--- src/rtl/rf_alu.sv ---
// rtl/rf_alu.sv - 32x32 register file fused with a 32-bit ALU and status flags
// Optional: define RF_ALU_FLAG_REG_EN to register ZF/CF/OF/SF/PF on ALU write-back edges.
module rf_alu #(
  parameter int DATA_W = 32,
  parameter int ADDR_W = 5
) (
  input  logic              Clk,
  input  logic              Clr,
  input  logic              Write_Reg,
  input  logic              Write_Select,
  input  logic [ADDR_W-1:0] R_Addr_A,
  input  logic [ADDR_W-1:0] R_Addr_B,
  input  logic [ADDR_W-1:0] W_Addr,
  input  logic [DATA_W-1:0] Input_Data,
  input  logic [3:0]        OP,
  output logic [DATA_W-1:0] R_Data_A,
  output logic [DATA_W-1:0] R_Data_B,
  output logic [DATA_W-1:0] ALU_F,
  output logic              ZF,
  output logic              CF,
  output logic              OF,
  output logic              SF,
  output logic              PF,
  output logic [DATA_W-1:0] W_Data
);

  localparam int NREG = 1 << ADDR_W;
  localparam int SH_W = $clog2(DATA_W);
  localparam int MSB  = DATA_W - 1;

  localparam logic [3:0] OP_AND = 4'b0000;
  localparam logic [3:0] OP_OR  = 4'b0001;
  localparam logic [3:0] OP_XOR = 4'b0010;
  localparam logic [3:0] OP_NOR = 4'b0011;
  localparam logic [3:0] OP_ADD = 4'b0100;
  localparam logic [3:0] OP_SUB = 4'b0101;
  localparam logic [3:0] OP_SLT = 4'b0110;
  localparam logic [3:0] OP_SLL = 4'b0111;

  logic [DATA_W-1:0] regs [NREG];
  logic [DATA_W-1:0] op_a, op_b;
  logic [DATA_W:0]   sum_ext, diff_ext;
  logic              cf_c, of_c, zf_c, sf_c, pf_c;

  // Address 0 is never written, so it stays at its reset value of zero.
  always_ff @(posedge Clk or negedge Clr) begin
    if (!Clr) begin
      for (int i = 0; i < NREG; i++) regs[i] <= '0;
    end else if (Write_Reg && (W_Addr != '0)) begin
      regs[W_Addr] <= W_Data;
    end
  end

  assign R_Data_A = (R_Addr_A == '0) ? '0 : regs[R_Addr_A];
  assign R_Data_B = (R_Addr_B == '0) ? '0 : regs[R_Addr_B];

  assign op_a = R_Data_A;
  assign op_b = R_Data_B;

  // One extra bit captures carry-out on add and borrow on subtract.
  assign sum_ext  = {1'b0, op_a} + {1'b0, op_b};
  assign diff_ext = {1'b0, op_a} - {1'b0, op_b};

  always_comb begin
    ALU_F = '0;
    cf_c  = 1'b0;
    of_c  = 1'b0;
    case (OP)
      OP_AND: ALU_F = op_a & op_b;
      OP_OR:  ALU_F = op_a | op_b;
      OP_XOR: ALU_F = op_a ^ op_b;
      OP_NOR: ALU_F = ~(op_a | op_b);
      OP_ADD: begin
        ALU_F = sum_ext[MSB:0];
        cf_c  = sum_ext[DATA_W];
        of_c  = (op_a[MSB] == op_b[MSB]) && (sum_ext[MSB] != op_a[MSB]);
      end
      OP_SUB: begin
        ALU_F = diff_ext[MSB:0];
        cf_c  = diff_ext[DATA_W];
        of_c  = (op_a[MSB] != op_b[MSB]) && (diff_ext[MSB] != op_a[MSB]);
      end
      OP_SLT: ALU_F = {{(DATA_W-1){1'b0}}, ($signed(op_a) < $signed(op_b))};
      OP_SLL: ALU_F = op_b << op_a[SH_W-1:0];
      default: ALU_F = '0;
    endcase
  end

  assign zf_c = (ALU_F == '0);
  assign sf_c = ALU_F[MSB];
  assign pf_c = ~(^ALU_F);

  assign W_Data = Write_Select ? Input_Data : ALU_F;

`ifdef RF_ALU_FLAG_REG_EN
  logic [4:0] flags_q;

  // Flags only capture on edges that write an ALU result back.
  always_ff @(posedge Clk or negedge Clr) begin
    if (!Clr) begin
      flags_q <= '0;
    end else if (Write_Reg && !Write_Select) begin
      flags_q <= {zf_c, cf_c, of_c, sf_c, pf_c};
    end
  end

  assign {ZF, CF, OF, SF, PF} = flags_q;
`else
  assign ZF = zf_c;
  assign CF = cf_c;
  assign OF = of_c;
  assign SF = sf_c;
  assign PF = pf_c;
`endif

endmodule

--- config.mk ---
export PLATFORM = sky130hd
export DESIGN_NAME = rf_alu
export DESIGN_NICKNAME = d
export VERILOG_FILES = /design/src/rtl/rf_alu.sv
export SDC_FILE = /design/constraint.sdc
export NUM_CORES = 2
export LEC_CHECK = 0
export ABC_AREA = 1
export BUFFER_PORTS_ARGS = -buffer_cell sky130_fd_sc_hd__buf_4
export CAP_MARGIN = 30
export CORE_ASPECT_RATIO = 0.8
export CORE_MARGIN = 5
export CORE_UTILIZATION = 35
export CTS_BUF_LIST = sky130_fd_sc_hd__clkbuf_2
export DETAILED_ROUTE_END_ITERATION = 12
export PLACE_DENSITY = 0.47
export SETUP_SLACK_MARGIN = 0.02
export SYNTH_ARGS = -nofsm -noshare
export SYNTH_HDL_FRONTEND = slang
export SYNTH_SLANG_ARGS = --single-unit
--- constraint.sdc ---
create_clock -name Clk -period 16.1 [get_ports Clk]
set_input_delay 3.22 -clock Clk [delete_from_list [all_inputs] [get_ports Clk]]
set_output_delay 3.22 -clock Clk [all_outputs]
set_load 0.02 [all_outputs]
==> flow_summary_export.csv <==
group,metric,value,unit
outcome,status,"complete, no violations",
power_and_ir_drop,total_power,8030,uW
clocking,htreeDepth,5,
clocking,clockBufferDepth,4,
clocking,path_clk_slew,0.09,ns
place,dpl_cell_area,70300,um^2
synthesis,syn_nets,10500,
routing,met3_length,43.6,mm
routing,first_pass_iters,7,
routing,wirelength,377,mm
cells_and_area,reg_top3,"regs x1024",
clocking,tritoncts,"done",
routing,vias_per_cell,5.95,
floorplan,die_w,504,um
global_routing,grt_max_degree,160,
power_and_ir_drop,seqPwrFrac,43.2,%
synthesis,ys_async_sr_fraction,100,%
routing,wl_met1,158,mm
timing,worst_pin_slew,1.29,ns
timing,finalCritPeriodShare,88.0,%
clocking,ctsResizeCount,0,
timing,slew_headroom,14.1,%
cells_and_area,stdcell_area,72900,um^2
critical_path,endpoint_kind,"primary output",
timing,grt_setup_unrepaired,"no",
routing,wl_met2,156,mm
timing,fin_tns_setup,0,ns
cells_and_area,drive_above_1_share,10.0,%
routing,drcViolationCount,0,
clocking,root_buffer,"clkbuf_2",
power_and_ir_drop,intPower,4610,uW
power_and_ir_drop,p_switching,3420,uW
critical_path,crit_path_start_kind,"primary input",
worst_hold_path,min_path_type,"register to register",
critical_path,path_class,"primary input to primary output",
global_routing,antenna_found_initial,13,
routing,drt_first_iter_violations,11400,
routing,routedWlPerCell,29.2,um
timing,post-route-min-period,14.17,ns
global_routing,grt.total_usage,35.8,%
place,portBuffers,187,
timing,finalSetupViolCount,0,
power_and_ir_drop,switching_share,42.6,%
synthesis,ys.flop_type,"dfrtp_1",
floorplan,dieArea,204000,um^2
global_routing,overflow,0,
worst_hold_path,min_from,"regs[1011]",
critical_path,reg2reg_from,"regs[800]",
power_and_ir_drop,p_clk_share,25.4,%
place,place.gp.congestion,0.994,
critical_path,required,12.88,ns
critical_path,rr_worst_depth,24,
critical_path,cpPeakStageDelay,0.87,ns
clocking,post-cts-setup-buffer-count,0,
cells_and_area,largest_register_ffs,1024,
worst_hold_path,hold_depth,0,
critical_path,cp_common_cell,"nand2_1",
power_and_ir_drop,combPwrFrac,31.4,%
floorplan,ios,188,
cells_and_area,nNetsFinal,10300,
global_routing,grt_pass1_wl,532,mm
critical_path,r2r_end,"regs[62]",
place,dp_hpwl,218,mm
timing,timing.fmax,70.6,MHz
synthesis,synth_enable_flop_cells,0,
floorplan,coreArea,195000,um^2
synthesis,avgSynthCellArea,6.60,um^2
synthesis,synthCells,10300,
power_and_ir_drop,power_density,110,nW/um^2
routing,ant_nets,0,
power_and_ir_drop,ir_drop,46.4,uV
power_and_ir_drop,p_leak,0.0367,uW
timing,fin_worst_skew,0.271,ns
timing,maxSlewViolCount,0,
critical_path,arrival,10.95,ns
floorplan,die_h,405,um
timing,fin_hold_ws,0.407,ns
cells_and_area,syn2layout_area_growth,6.82,%
routing,highest_layer,"met5",
worst_hold_path,hold_end,"regs[1011]",
cells_and_area,utilization,37.4,%
synthesis,ys_seq_area_share,37.5,%
routing,num_vias,76800,
cells_and_area,final_common_cell,"nand2_1",
synthesis,ys_ff_latch,1024,
timing,finalHoldViolations,0,
flow_run,cap_violations,0,
clocking,cts_made_buffers,305,
global_routing,grt_pass1_vias,70200,
clocking,worstSkewPairLatency,1.94,ns
cells_and_area,num-fill-cells,21100,
floorplan,start_util,35.1,%
floorplan,row_count,145,
critical_path,reg2reg_slack,10.01,ns
synthesis,synth_cell_types,52,
cells_and_area,mostFrequentLayoutCells,"4181 x nand2_1, 2069 x nand3_1, 1024 x dfrtp_1",
clocking,holdBufCountCts,0,
critical_path,worst-path-max-fanout,101,
synthesis,syn_area,68200,um^2
synthesis,yosysWarnings,0,
critical_path,slowest_stage,"buf_4",
clocking,clock-sinks,1024,
cells_and_area,largest-register,"regs",
-- power by group through the flow --
stage	Combinational [uW]	Clock, uW	Sequential (uW)
6_report	2520	2040	3470
5_1_grt	2770	2200	3520
4_1_cts	2470	2070	3450
3_5_place_dp	2460	0	3490
3_3_place_gp	2440	0	3490
2_1_floorplan	1660	0	3380
-- logic make-up after synthesis --
| logic type | count (synthesis) | share of synthesized area, % |
|---|---|---|
| and+or+nand+nor | 6881 | 42.4 |
| buffers and inverters | 1252 | 8.77 |
| AOI/OAI and AO/OA | 1051 | 8.83 |
| DFF | 1024 | 37.5 |
| adders and majority gates | 116 | 2.15 |
| xor gates and xnor gates | 21 | 0.270 |
-- final cells by class --
cell class / instances / area [um^2] / share of cell area, %
sequential: 1024 / 25600 / 35.1
clock inverter: 48 / 234 / 0.321
inverter: 342 / 1330 / 1.83
antenna: 17 / 42.5 / 0.0584
tap: 2572 / 3220 / 4.41
timing repair buffer: 386 / 3240 / 4.44
multi-input combinational: 8069 / 37000 / 50.7
clock buffer: 449 / 2250 / 3.08
-- cells in the mapped netlist (all sizes together), types with 2 or more instances --
library cell	instances	area, um^2
o2111ai	7	61.3
o21ai	647	3250
inv	339	1270
a32o	2	20.0
buf	514	3210
o22ai	52	325
a21o	3	22.5
xnor2	14	123
o21a	6	46.3
fa	2	40.0
nand2	4193	15800
nand4	15	93.8
clkinv	3	11.3
a211oi	2	15.0
nor2	488	1880
ha	114	1430
nand3	2106	10700
o221ai	102	893
o31ai	4	30.0
clkbuf	396	1490
and2	16	100
a221oi	20	175
a21oi	143	723
nand3b	9	67.6
nor3	25	130
a31oi	11	68.8
dfrtp	1024	25600
nor4	4	31.3
a22oi	7	52.6
xor2	7	61.3
o211ai	41	308
or2	25	156
-- metal layers --
metal | track usage [%] | vias to the layer above
li1 | - | 33400
met2 | 51.4 | 5157
met5 | 0 | -
met4 | 16.7 | 4
met3 | 8.98 | 967
met1 | 50.2 | 37200
-- through the flow --
stage          std cells  worst slack [ns]
3_5_place_dp       12400              2.23
3_3_place_gp       12400              2.28
4_1_cts            12900              2.21
6_report           12900              1.93
2_1_floorplan      10300              3.96
5_1_grt            12900              1.41
-- worst max-delay path, delay by kind of cell --
| kind | cells | cell delay (ns) |
|---|---|---|
| AO/OA/AOI/OAI | 9 | 2.55 |
| buffers and inverters | 8 | 2.41 |
| AND/OR/NAND/NOR | 9 | 0.98 |
| XOR/XNOR | 5 | 0.83 |
| adder cells (fa/ha/maj) | 2 | 0.65 |
-- how the worst max path moves through the flow --
stage | to | start | cells past startpoint | slack [ns]
global placement | PF | R_Addr_A[0] | 34 | 2.28
CTS | PF | R_Addr_A[0] | 34 | 2.21
finish | PF | R_Addr_A[0] | 33 | 1.93
detailed placement | PF | R_Addr_A[0] | 34 | 2.23
global route | PF | R_Addr_A[0] | 34 | 1.41
floorplan | PF | R_Addr_A[0] | 37 | 3.96
(Power assumes the default switching activity.)
